[config.mk]
export PLATFORM = sky130hd
export DESIGN_NAME = alu_sequencer
export DESIGN_NICKNAME = d
export VERILOG_FILES = /design/src/rtl/alu_sequencer.sv
export SDC_FILE = /design/constraint.sdc
export NUM_CORES = 1
export LEC_CHECK = 0
export ABC_AREA = 1
export CAP_MARGIN = 40
export CORE_MARGIN = 2
export CORE_UTILIZATION = 48
export CTS_CLUSTER_SIZE = 24
export DETAILED_ROUTE_END_ITERATION = 8
export PLACE_DENSITY_LB_ADDON = 0.1
export SYNTH_ARGS = -nofsm -noshare
export SYNTH_HDL_FRONTEND = slang
export SYNTH_SLANG_ARGS = --single-unit
[constraint.sdc]
create_clock -name clk -period 3.5 [get_ports clk]
set_input_delay 1.05 -clock clk [delete_from_list [all_inputs] [get_ports clk]]
set_output_delay 1.05 -clock clk [all_outputs]
set_load 0.02 [all_outputs]
[src/rtl/alu_sequencer.sv]
// Round-robin scheduler for two requesters sharing one edge-triggered ALU.
// Owns the accumulator and sequences each operation so the ALU sees a fresh A-side edge.
//
// state | meaning
// IDLE  | arbitrate; accept a request, LOAD writes acc directly
// SETUP | apply opcode/operand, drive A-side with ~acc
// KICK  | return A-side to acc so the ALU re-evaluates with the new opcode
// CAPT  | hold ALU ports, capture alu_result into acc
// RESP  | return acc to the served requester
module alu_sequencer #(
    parameter int WIDTH = 9
) (
    input  logic             clk,
    input  logic             rst_n,
    input  logic [1:0]       req_valid,
    input  logic [1:0]       req_op0,
    input  logic [WIDTH-1:0] req_data0,
    input  logic [1:0]       req_op1,
    input  logic [WIDTH-1:0] req_data1,
    output logic [1:0]       req_ready,
    output logic [1:0]       resp_valid,
    output logic [WIDTH-1:0] resp_data,
    output logic             busy,
    output logic [WIDTH-1:0] alu_b,
    output logic [WIDTH-1:0] alu_a,
    output logic [1:0]       alu_en,
    input  logic [WIDTH-1:0] alu_result
);

    typedef enum logic [2:0] {
        IDLE  = 3'd0,
        SETUP = 3'd1,
        KICK  = 3'd2,
        CAPT  = 3'd3,
        RESP  = 3'd4
    } state_t;

    localparam logic [1:0] OP_LOAD = 2'b00;

    state_t           state;
    state_t           state_nx;
    logic [WIDTH-1:0] acc;
    logic [WIDTH-1:0] operand;
    logic [WIDTH-1:0] resp_hold;
    logic [1:0]       op;
    logic             last_grant;
    logic             grant;
    logic [1:0]       sel_op;
    logic [WIDTH-1:0] sel_data;

    // Contention goes to whoever was not served last; otherwise the sole requester wins.
    assign grant    = (req_valid == 2'b11) ? ~last_grant : req_valid[1];
    assign sel_op   = grant ? req_op1 : req_op0;
    assign sel_data = grant ? req_data1 : req_data0;

    always_ff @(posedge clk or negedge rst_n) begin
        if (!rst_n) begin
            state      <= IDLE;
            acc        <= '0;
            operand    <= '0;
            op         <= OP_LOAD;
            last_grant <= 1'b1;
            resp_hold  <= '0;
        end else begin
            state <= state_nx;
            case (state)
                IDLE: begin
                    if (|req_valid) begin
                        last_grant <= grant;
                        op         <= sel_op;
                        operand    <= sel_data;
                        if (sel_op == OP_LOAD) begin
                            acc <= sel_data;
                        end
                    end
                end
                CAPT:    acc <= alu_result;
                RESP:    resp_hold <= acc;
                default: ;
            endcase
        end
    end

    always_comb begin
        state_nx   = state;
        req_ready  = 2'b00;
        resp_valid = 2'b00;
        resp_data  = resp_hold;
        busy       = (state != IDLE);
        alu_en     = 2'b00;
        alu_b      = '0;
        alu_a      = acc;
        case (state)
            IDLE: begin
                if (|req_valid) begin
                    req_ready = grant ? 2'b10 : 2'b01;
                    state_nx  = (sel_op == OP_LOAD) ? RESP : SETUP;
                end
            end
            SETUP: begin
                alu_en   = op;
                alu_b    = operand;
                alu_a    = ~acc;
                state_nx = KICK;
            end
            KICK: begin
                alu_en   = op;
                alu_b    = operand;
                state_nx = CAPT;
            end
            CAPT: begin
                alu_en   = op;
                alu_b    = operand;
                state_nx = RESP;
            end
            RESP: begin
                resp_valid = last_grant ? 2'b10 : 2'b01;
                resp_data  = acc;
                state_nx   = IDLE;
            end
            default: state_nx = IDLE;
        endcase
    end

endmodule

==> metrics.md <==
| Metric | Value |
|---|---|
| Fin cells | `~370` |
| Largest delay share family, worst path | `buffers and inverters` |
| Period minus WS final | `between 3 and 4 ns` |
| Worst setup EP type | `output port` |
| Slowest CP cell | `clkdlybuf4s50_1` |
| Port Buffer Count | `68` |
| Max-Cap Viols | `0` |
| Hold-fix buffers, CTS | `0` |
| Worst Path Max Fanout | `6` |
| R2R Path End | `acc[2]$_DFFE_PN0P_` |
| Worst setup SP type | `input port` |
| Nets | `approximately 350` |
| Global-route wire length before repair | `between 8 and 9 mm` |
| Antenna Nets Post-Route | `0` |
| Synth Register Bits | `33` |
| Worst slew pin tran | `0.4674 ns` |
| Initial DRC Count | `just over 90` |
| Synth Warn # | `0` |
| Final hold vios | `0` |
| Worst R2R Path Depth | `7` |
| CP Buf/Inv Count | `2` |
| TNS Setup | `0 ns` |
| Syn nets | `~280` |
| CP peak stage delay | `between 0.6 and 0.7 ns` |
| TritonCTS clock tree | `done` |
| Critical R2R Launch | `state[2]$_DFFE_PN0P_` |
| Worst slew margin | `68.76%` |
| Clock-pin slew on the worst setup and hold paths | `0.06 ns` |
| Root buffer cell | `clkbuf_8` |
| Initial antenna violation count | `0` |
| Worst path required time | `around 2.5 ns` |
| Final Cycle Share | `about 95%` |
| CP cell instances | `clkdlybuf4s50_1 -> o21ai_4 -> a21oi_1 -> dlygate4sd2_1` |
| GRT Overall Usage | `roughly a quarter` |
| RSZ-0062 raised after global routing | `false` |
| LEAKAGE | `between 1 and 1.5 nW` |
| Full die area | `roughly 4400 um^2` |
| Htree depth | `2` |
| Post-DP HPWL | `3.394 mm` |
| Placed Cells | `360` |
| Synth-to-Final Area Change | `45.97%` |
| Power Density | `between 900 and 1000 nW/um^2` |
| Die Y | `66.05 um` |
| Average wire per standard cell | `12.65 um` |
| Largest net degree at the start of global routing | `34` |
| Starting Density | `between 50% and 60%` |
| # DRC | `0` |
| Share of layout cells above drive strength 1 | `8.125%` |
| Critical path type | `input port to output port` |
| Placer Congestion | `roughly 0.87` |
| Cells after Synth | `roughly 250` |
| Final WL | `about 4.7 mm` |
| Hold-critical path endpoint | `acc[7]$_DFFE_PN0P_` |
| Max Root-Sink Buffers | `2` |
| Total Power | `0.002633 W` |
| Max Transition Viols Final | `0` |
| Worst Hold Launch | `acc[7]$_DFFE_PN0P_` |
| Clock latency on the worst-skew pair | `~0.28 ns` |
| Vias in the first global route | `around 1800` |
| GRT overflow | `0` |
| Drt first pass iters | `4` |
| Worst Path Arrival | `between 2 and 2.5 ns` |
| Top-level I/O count | `between 60 and 70` |
| Via count | `approximately 1800` |
| Hold Path Depth | `2` |
| Clock net sink count | `33` |
| Final Setup Violations | `0` |
| Synth cell types | `24` |
| Fmax | `around 300 MHz` |
| Via density | `just under 5` |
| FP Rows | `22` |
| Mapped Area | `roughly 1800 um^2` |
| Status | `finished, final reports clean` |
| Setup Skew | `about 0.0055 ns` |
| Num CTS Buffers | `5` |
| Post-synthesis sequential area ratio | `between 40% and 50%` |
| Hold crit path type | `flip-flop to flip-flop` |
| Horiz. Die Dim | `66.05 um` |
| Core ar. | `3689 um^2` |
| Diode count | `0` |
| Maximum VDD drop | `526.0 uV` |
| Reg2reg setup slack | `1.72 ns` |
| Avg Synthesized Cell Area | `~7.5 um^2` |
tightest hold or removal path, stage by stage (launching register included):
cell and delay (ns):
dfrtp_1 0.34, nand2_1 0.05, nand2_1 0.05
layer usage:
layer | routed length (um) | GRT usage [%] | vias to the layer above
li1 | - | - | 904
met1 | 2008 | 31.06 | 854
met2 | 2293 | 41.67 | 52
met3 | 246 | 5.963 | 10
met4 | 108 | 7.398 | 0
met5 | 0 | 0 | -
through the flow:
stage / utilization [%] / area (um^2) / worst slack, ns / hold WS, ns
floorplan: - / 1848 / 0.7808 / 0.4419
global placement: 69.98 / 2581 / -0.07512 / 0.4583
detailed placement: 69.98 / 2581 / -0.1078 / 0.4626
CTS: 73.07 / 2695 / 0.1726 / 0.4787
global route: 73.13 / 2698 / 0.1120 / 0.4974
finish: 73.13 / 2698 / 0.1831 / 0.4752
cell usage in the layout (no fill, tap or decap), types with 3 or more instances in the layout:
master / instances
buf_4: 6
clkbuf_8: 6
clkdlybuf4s50_1: 66
dfrtp_1: 32
inv_1: 39
nand2_1: 68
nand2_2: 4
nand3_1: 29
nand3b_1: 10
nor2_1: 15
o21ai_0: 17
o21ai_1: 3
xor2_1: 9
worst max path at each step:
stage / start / to / cells after the start / slack [ns]
2_1_floorplan: req_valid[0] / req_ready[1] / 4 / 0.78
3_3_place_gp: req_valid[1] / req_ready[0] / 4 / -0.08
4_1_cts: req_valid[1] / req_ready[0] / 4 / 0.17
6_report: req_valid[1] / req_ready[0] / 4 / 0.18
5_1_grt: req_valid[1] / req_ready[0] / 4 / 0.11
3_5_place_dp: req_valid[1] / req_ready[0] / 4 / -0.11
repair_timing:
| action | 4_1_cts | 5_1_grt |
|---|---|---|
| buffers inserted | 0 | 0 |
| setup endpoints to repair | 2 | 5 |
| resized for setup | 2 | 1 |
| hold endpoints to repair | 0 | 0 |
kinds of logic (layout without fill, tap and decap cells):
logic type             Yosys count  after routing  share of synthesized area [%]
AND/OR/NAND/NOR                131            131                          32.50
XOR/XNOR                         9              9                          4.266
buffers and inverters           51            124                          11.51
flip-flops                      33             33                          44.75
AO/OA/AOI/OAI                   23             23                          6.973
Yosys cell counts, drive strengths merged:
cell type,n,share of area (%)
nand2,74,16
inv,41,8.5
dfrtp,32,43
nand3,29,7.9
o21ai,21,6.3
nor2,18,4.3
nand3b,10,4.1
xor2,9,4.3
buf,6,2.2
clkbuf,3,0.61
a21oi,1,0.27
clkinv,1,0.20
dfstp,1,1.4
o21bai,1,0.41
state kept, by name, indices dropped and copies added, names as in the netlist:
register    flops
acc             9
operand         9
resp_hold       9
state           3
op              2
last_grant      1
cell type report:
cell class                 count  area (um^2)
fill                         322        991.0
sequential                    33        827.0
timing repair buffer          74        723.2
clock inverter                 1        30.03
multi-input combinational    163        810.8
inverter                      42        160.2
clock buffer                   7        86.33
tap                           48        60.06
power by group:
part           leakage (nW)  internal (W)  switching [W]  total (W)
logic                 0.875      0.000670       0.000940    0.00161
registers             0.409      0.000568      0.0000806   0.000649
clock network        0.0585      0.000232       0.000143   0.000375
total                  1.34       0.00147        0.00116    0.00263
Power figures use the tool's default switching activity.
